**config.mk**
```make
export PLATFORM = sky130hd
export DESIGN_NAME = bit_serializer_tx_flat
export DESIGN_NICKNAME = d
export VERILOG_FILES = /design/src/rtl/bit_serializer_tx_if.sv /design/src/rtl/bit_serializer_tx.sv /design/src/flat_wrapper.sv
export SDC_FILE = /design/constraint.sdc
export NUM_CORES = 1
export LEC_CHECK = 0
export CELL_PAD_IN_SITES_DETAIL_PLACEMENT = 0
export CELL_PAD_IN_SITES_GLOBAL_PLACEMENT = 2
export CORE_UTILIZATION = 26
export DETAILED_ROUTE_END_ITERATION = 10
export PLACE_DENSITY = 0.7
export REMOVE_ABC_BUFFERS = 1
export SLEW_MARGIN = 0
export SYNTH_ARGS = -nofsm -noshare
export SYNTH_HDL_FRONTEND = slang
export SYNTH_SLANG_ARGS = --single-unit
```
**constraint.sdc**
```tcl
create_clock -name clk -period 1.8 [get_ports clk]
set_input_delay 0.36 -clock clk [delete_from_list [all_inputs] [get_ports clk]]
set_output_delay 0.36 -clock clk [all_outputs]
set_load 0.02 [all_outputs]
```
**src/rtl/bit_serializer_tx_if.sv**
```systemverilog
// Word handshake into the bit serializer: upstream drives in_data/in_valid,
// the serializer answers with in_ready.
interface bit_serializer_tx_if #(
  parameter int WIDTH = 8
);
  logic [WIDTH-1:0] in_data;
  logic             in_valid;
  logic             in_ready;

  modport master (output in_data, in_valid, input in_ready);
  modport slave  (input in_data, in_valid, output in_ready);
endinterface

```
**src/rtl/bit_serializer_tx.sv**
```systemverilog
// MSB-first parallel-to-serial stage feeding the 101 sequence detector.
// Define SER_PARITY_EN to append an even-parity bit after every word.
module bit_serializer_tx #(
  parameter int   WIDTH    = 8,
  parameter logic IDLE_BIT = 1'b0
) (
  input  logic                clk,
  input  logic                reset,
  bit_serializer_tx_if.slave  up,
  output logic                out,
  output logic                out_valid,
  output logic                busy
);

  localparam int CW = $clog2(WIDTH);

`ifdef SER_PARITY_EN
  typedef enum logic [1:0] {ST_IDLE, ST_SHIFT, ST_PARITY} state_t;
`else
  typedef enum logic [1:0] {ST_IDLE, ST_SHIFT} state_t;
`endif

  state_t           state_q, state_d;
  logic [WIDTH-2:0] shreg_q, shreg_d;
  logic [CW-1:0]    cnt_q, cnt_d;
  logic             out_q, out_d;
  logic             ov_q, ov_d;
  logic             busy_q, busy_d;
  logic             last_bit;
  logic             load;
`ifdef SER_PARITY_EN
  logic             par_q, par_d;
`endif

  assign last_bit = (cnt_q == CW'(WIDTH - 1));

  // The LSB cycle (or the parity cycle) is the only slot in which a new word
  // can start without leaving a gap in the stream.
`ifdef SER_PARITY_EN
  assign up.in_ready = !reset && (state_q == ST_IDLE || state_q == ST_PARITY);
`else
  assign up.in_ready = !reset && (state_q == ST_IDLE ||
                                  (state_q == ST_SHIFT && last_bit));
`endif

  assign load = up.in_valid && up.in_ready;

  always_comb begin
    // NOTE: every variable gets a default first so no path leaves it unassigned
    // and no latch is inferred.
    state_d = state_q;
    shreg_d = shreg_q;
    cnt_d   = cnt_q;
    out_d   = out_q;
    ov_d    = ov_q;
    busy_d  = busy_q;
`ifdef SER_PARITY_EN
    par_d   = par_q;
`endif

    unique case (state_q)
      ST_IDLE: begin
        out_d  = IDLE_BIT;
        ov_d   = 1'b0;
        busy_d = 1'b0;
      end
      ST_SHIFT: begin
        if (last_bit) begin
`ifdef SER_PARITY_EN
          state_d = ST_PARITY;
          out_d   = par_q;
          ov_d    = 1'b1;
          busy_d  = 1'b1;
`else
          state_d = ST_IDLE;
          out_d   = IDLE_BIT;
          ov_d    = 1'b0;
          busy_d  = 1'b0;
`endif
        end else begin
          out_d   = shreg_q[WIDTH-2];
          shreg_d = shreg_q << 1;
          cnt_d   = cnt_q + CW'(1);
        end
      end
`ifdef SER_PARITY_EN
      ST_PARITY: begin
        state_d = ST_IDLE;
        out_d   = IDLE_BIT;
        ov_d    = 1'b0;
        busy_d  = 1'b0;
      end
`endif
      default: state_d = ST_IDLE;
    endcase

    // A load is only possible in IDLE or the final slot of a word, so it
    // simply overrides whatever the state would otherwise do.
    if (load) begin
      state_d = ST_SHIFT;
      out_d   = up.in_data[WIDTH-1];
      shreg_d = up.in_data[WIDTH-2:0];
      cnt_d   = '0;
      ov_d    = 1'b1;
      busy_d  = 1'b1;
`ifdef SER_PARITY_EN
      par_d   = ^up.in_data;
`endif
    end
  end

  always_ff @(posedge clk) begin
    // NOTE: state registers use non-blocking assignments so every flop samples
    // the pre-edge values regardless of statement order.
    if (reset) begin
      state_q <= ST_IDLE;
      shreg_q <= '0;
      cnt_q   <= '0;
      out_q   <= IDLE_BIT;
      ov_q    <= 1'b0;
      busy_q  <= 1'b0;
`ifdef SER_PARITY_EN
      par_q   <= 1'b0;
`endif
    end else begin
      state_q <= state_d;
      shreg_q <= shreg_d;
      cnt_q   <= cnt_d;
      out_q   <= out_d;
      ov_q    <= ov_d;
      busy_q  <= busy_d;
`ifdef SER_PARITY_EN
      par_q   <= par_d;
`endif
    end
  end

  assign out       = out_q;
  assign out_valid = ov_q;
  assign busy      = busy_q;

endmodule

```
**src/flat_wrapper.sv**
```systemverilog
// flat-port wrapper written by rule: the top's interface ports become plain ports
module bit_serializer_tx_flat 
#(
  parameter int   WIDTH    = 8,
  parameter logic IDLE_BIT = 1'b0
)
  (clk, reset, out, out_valid, busy, up_in_data, up_in_valid, up_in_ready);
  bit_serializer_tx_if #(.WIDTH(WIDTH)) up_i ();
  input  logic clk;
  input  logic reset;
  output logic out;
  output logic out_valid;
  output logic busy;
  input wire logic [$bits(up_i.in_data)-1:0] up_in_data;
  input wire logic [$bits(up_i.in_valid)-1:0] up_in_valid;
  output wire logic [$bits(up_i.in_ready)-1:0] up_in_ready;
  assign up_i.in_data = up_in_data;
  assign up_i.in_valid = up_in_valid;
  assign up_in_ready = up_i.in_ready;
  bit_serializer_tx #(.WIDTH(WIDTH), .IDLE_BIT(IDLE_BIT)) u_core (.clk(clk), .reset(reset), .up(up_i), .out(out), .out_valid(out_valid), .busy(busy));
endmodule
```
=== Word-level counts from Yosys, hierarchy flattened ===
Cells that the tools add are included.

* Bits in registers: 14
* Output and inout port bits: 4
* Word-level logic and storage cells: 41

* Add/sub/neg operators: 1
* Equality and inequality tests: 6
* Mux-type cells: 12
* Bitwise gates (word level): 2
* Reduce and logical (&&, ||, !) cells: 14

{| class="wikitable"
|+ Operators by type and width
! operator !! number
|-
| $mux 7 || 3
|-
| $reduce_and 2->1 || 5
|-
| $mux 1 || 5
|-
| $ne 2x1->1 const B || 2
|-
| $pmux 1 s2 || 2
|-
| $pmux 2 s2 || 1
|-
| $add 3x1->3 const B || 1
|-
| $eq 3x3->1 const B || 1
|-
| $logic_and 1x1->1 || 3
|-
| $ne 3x1->1 const B || 1
|-
| $reduce_bool 3->1 || 1
|-
| $eq 2x1->1 const B || 1
|-
| $logic_not 2->1 || 1
|-
| $mux 2 || 1
|-
| $ne 2x2->1 const B || 1
|-
| $not 1->1 || 2
|-
| $reduce_bool 2->1 || 1
|-
| $reduce_or 2->1 || 1
|-
| $logic_not 1->1 || 1
|-
| $logic_or 1x1->1 || 1
|}

=== Longest topological paths before layout ===
Gate-level depths: netlist of run 1.

* Depth in word-level cells: 7
* Mapped depth: 7
* Depth with buffers taken out: 5

=== Least setup slack after synthesis of run 1 ===
OpenSTA, ideal clock, no wires.

* Kind: register to output
* Start: reg u_core.cnt_q[0]
* End: out up_in_ready
* Arrival time: 1.133 ns
* Data required time: 1.440 ns
* Setup slack: 0.307 ns
* Stages on the path, launching flop included: 6
* Cell sequence: dfxtp_1 > ha_1 > ha_1 > nor2b_1 > clkbuf_1 > nor2_1

* Cells in the longest elaborated chain, start to end: 4

{| class="wikitable"
|+ RTL lines
! item !! RTL line !! source
|-
| from (decl) || bit_serializer_tx.sv:25 || <nowiki>logic [CW-1:0] cnt_q, cnt_d;</nowiki>
|-
| from (signal assigned) || bit_serializer_tx.sv:128 || <nowiki>cnt_q <= cnt_d;</nowiki>
|-
| $eq 3x3->1 || bit_serializer_tx.sv:35 || <nowiki>assign last_bit = (cnt_q == CW'(WIDTH - 1));</nowiki>
|-
| $logic_and 1x1->1 || bit_serializer_tx.sv:43 || <nowiki>(state_q == ST_SHIFT && last_bit));</nowiki>
|-
| $logic_or 1x1->1 || bit_serializer_tx.sv:42 || <nowiki>assign up.in_ready = !reset && (state_q == ST_IDLE ||</nowiki>
|-
| $logic_and 1x1->1 || bit_serializer_tx.sv:42 ||
|-
| to (decl) || flat_wrapper.sv:16 || <nowiki>output wire logic [$bits(up_i.in_ready)-1:0] up_in_ready;</nowiki>
|}

No other way between the ends.

=== Worst setup path after layout of run 1 ===
Same ends and word-level chain as after synthesis.

==> impl_results.md, run 1 <==
* Initial Utilization at 28.4%
* Mux cell area share after synthesis at 12.3%
* FF-to-FF Start: u_core.cnt_q[0]$_SDFFE_PP0P_
* Num ports at 15
* Critical-path maximum fanout at 3
* Area taken by multi-input logic gates at 269 sq um
* Synth Area in Simple Gates at between 10% and 20%
* Core area at roughly 2000 sq um
* TritonCTS clock tree: built
* Total Routing Usage GR at roughly 12%
* Pre-CTS setup slack at -0.0906 ns
* Final Instance Count excl. Fillers at ~100
* Fin Setup TNS at 0 ns
* Worst skew pair latency at 0.27 ns
* Main combinational cell family by area after synthesis: simple AND/OR/NAND/NOR gates
* Layout net count at 91
* Final hold slack at between 0.4 and 0.5 ns
* CP startpoint kind: register
* PD cells at 793 nW/um^2
* Crit share post-route at 93.1%
* Crit path arrival time at 1.32 ns
* Number of distinct library cells after synthesis at 16
* Remaining antenna violation count after routing at 0
* Cells after Synth at 61
* Worst hold path class: register to register
* DP Wirelength at a little under 800 um
* Setup violators final at 0
* Actual slew at the worst max-slew pin at 0.219 ns
* Antenna violations before repair at 0
* Final Hold Fails at 0
* Compound-Gate Fraction of Synth Area at 12.3%
* End of the critical path: up_in_ready
* Placement-stage cell area at 733 sq um
* Clock sinks at 13
* Initial drt markers at 0
* Yosys top cell by area: dfxtp_1
* CTS max path bufs at 2
* Synth warn at 0
* Die ar. at 2380 sq um
* Synth area leaders: dfxtp_1 46%, mux2i_1 12%, a211oi_1 7.9%, nor2_1 5.9%, a21oi_1 4.4%
* Origin of the worst setup path: u_core.cnt_q[0]$_SDFFE_PP0P_
* Die Wd at 48.7 um
* # port buffers at 14
* Main synth FF type: dfxtp_1
* Routed len/inst at approximately 11 um
* First-pass DRT Iterations at 1
* Reg2reg path depth at 5
* Antenna diodes at 0
* CTS Buf Count at 3
* Number of synthesized register bits at 13
* Clock-pin slew of the registers on the worst-case setup and hold paths at 0.08 ns
* Worst VDD drop at 0.000276 V
* Largest net degree at the start of global routing at 15
* Seq/Total Area, Yosys at 45.8%
* XOR/XNOR Fraction of Synth Area at 0%
* Crit path capture type: output port
* Worst setup margin at 0.124 ns
* Most frequent cell after synthesis: dfxtp_1
* Max Cap Viol at 0
* Layout cells sized above 1 at between 10% and 20%
* Crit Path Class: register to output port
* Synth top cells by count: 13 x dfxtp_1, 9 x nor2_1, 7 x mux2i_1
* RSZ-0062 raised after global routing: false
* FF+latch area at 260 sq um
* F_max at 0.597 GHz
* Critical path required time at 1.44 ns
* Total gr overflow at 0
* EDFF count, synth at 0
* Adder and majority gate portion of the synthesized area at 4.41%
* Final WL at between 1000 and 1500 um
* Async set-or-reset flop fraction in the synthesized netlist at 0%
* Finished Cell Area at 754 sq um
* RR Endpoint: u_core.shreg_q[5]$_SDFFE_PP0P_
* Reg2Reg Setup Slack at 0.39 ns
* Area grow syn2layout at 32.8%
* Clk root buf: clkbuf_4
* Syn Std Cell Area at between 500 and 600 sq um
* Synthesized area per cell at ~9.3 sq um
* Fillers at 223
* Chip height at 48.7 um
* Status: finished clean
* Max_slew headroom at roughly 85%
* Fin crit period at 1.68 ns
* DR vias at between 400 and 500
* Row count at 16
* Leak Pwr at 0.312 nW
* Vias in the first global route at 462
* Synth top area share at 45.8%
* H-Tree Depth at 1
* Global-route wire length before repair at slightly above 2000 um
* Final setup skew at 0.00483 ns
* Placed Instances at 100
* Final GP Congestion at 0.700
* Drt via density at 4.54
* Post-route DRC at 0
* Slew Viols, Final at 0
-- where the power goes --
group          total (mW)  leakage (nW)  switching [mW]  internal, mW
Clock               0.178        0.0150          0.0927        0.0857
Combinational       0.103         0.190          0.0476        0.0558
Sequential          0.317         0.107         0.00979         0.307
-- worst min path at each step --
stage,startpoint,endpoint,slack [ns],cells after the start
floorplan,u_core.shreg_q[6]$_SDFFE_PP0P_,u_core.out$_SDFF_PP0_,0.43,2
global placement,u_core.shreg_q[6]$_SDFFE_PP0P_,u_core.out$_SDFF_PP0_,0.45,2
detailed placement,u_core.shreg_q[6]$_SDFFE_PP0P_,u_core.out$_SDFF_PP0_,0.45,2
CTS,u_core.shreg_q[6]$_SDFFE_PP0P_,u_core.out$_SDFF_PP0_,0.47,2
global route,u_core.shreg_q[6]$_SDFFE_PP0P_,u_core.out$_SDFF_PP0_,0.50,2
finish,u_core.shreg_q[6]$_SDFFE_PP0P_,u_core.out$_SDFF_PP0_,0.46,2
-- placed cells by master (no fill, tap or decap) --
cell type / synthesis / routed
a211oi_1: 6 / 6
a21oi_1: 5 / 5
buf_2: 1 / 1
buf_4: 2 / 4
clkbuf_1: 2 / 1
clkbuf_4: 0 / 3
clkdlybuf4s50_1: 0 / 13
dfxtp_1: 13 / 13
ha_1: 2 / 2
mux2i_1: 7 / 7
nand2_1: 5 / 5
nand2b_1: 2 / 2
nand3_1: 1 / 1
nand3b_1: 3 / 3
nor2_1: 9 / 9
nor2b_1: 1 / 1
nor3_1: 1 / 1
-- stage by stage --
stage | total power [mW] | util, %
4_1_cts | 0.613 | 38.0
3_3_place_gp | 0.429 | 36.6
2_1_floorplan | 0.369 | -
5_1_grt | 0.638 | 37.7
6_report | 0.599 | 37.7
3_5_place_dp | 0.430 | 36.6
-- sequential cells by signal (all words and copies together), names as in the netlist --
register and flops:
u_core.shreg_q 7, u_core.cnt_q 3, u_core.out 1, u_core.out_valid 1, u_core.state_q 1
-- metal layers --
layer  part of all wire, %  vias up  routed length, um  global-route usage [%]
li1                      -      243                  -                       -
met1                    50      219                579                    14.5
met2                    46       10                526                    17.8
met3                   4.0        0                 46                    3.77
met4                     0        0                  0                    5.88
met5                     0        -                  0                       0
-- critical path: stages (launching register included) --
cell,delay [ns]
dfxtp_1,0.33
ha_1,0.19
ha_1,0.18
nor2b_1,0.14
nor2_1,0.05
buf_2,0.15
-- logic make-up after synthesis --
logic type / after synthesis
AOI/OAI and AO/OA: 11
muxes: 7
DFF: 13
adders and majority gates: 2
and+or+nand+nor: 22
buffers and inverters: 6
-- layout make-up --
type / instances / share of cell area, %
sequential: 13 / 34.5
multi-input combinational: 42 / 35.7
tap: 27 / 4.48
timing repair buffer: 18 / 21.9
clock buffer: 4 / 3.48
-- what timing repair did --
| item | CTS | global route |
|---|---|---|
| setup buffers | 0 | 0 |
| resized for setup | 3 | 1 |
| endpoints found under the hold margin | 0 | 0 |
| hold buffers | 0 | 0 |
| endpoints found under the setup margin | 1 | 1 |
(Power assumes the default switching activity.)
==> run 2, diff against run 1 <==
--- a/config.mk
+++ b/config.mk
@@ -9,6 +9,7 @@
 export CELL_PAD_IN_SITES_GLOBAL_PLACEMENT = 2
 export CORE_UTILIZATION = 26
 export DETAILED_ROUTE_END_ITERATION = 10
+export GPL_ROUTABILITY_DRIVEN = 0
 export PLACE_DENSITY = 0.7
 export REMOVE_ABC_BUFFERS = 1
 export SLEW_MARGIN = 0
==> results of run 2 <==
Same layout as run 1: the final DEF is identical, and so are final timing and power.
==> run 3, diff against run 2 <==
--- a/config.mk
+++ b/config.mk
@@ -5,6 +5,7 @@
 export SDC_FILE = /design/constraint.sdc
 export NUM_CORES = 1
 export LEC_CHECK = 0
+export CAP_MARGIN = 40
 export CELL_PAD_IN_SITES_DETAIL_PLACEMENT = 0
 export CELL_PAD_IN_SITES_GLOBAL_PLACEMENT = 2
 export CORE_UTILIZATION = 26
==> results of run 3 <==
Same layout as run 1: the final DEF is identical, and so are final timing and power.
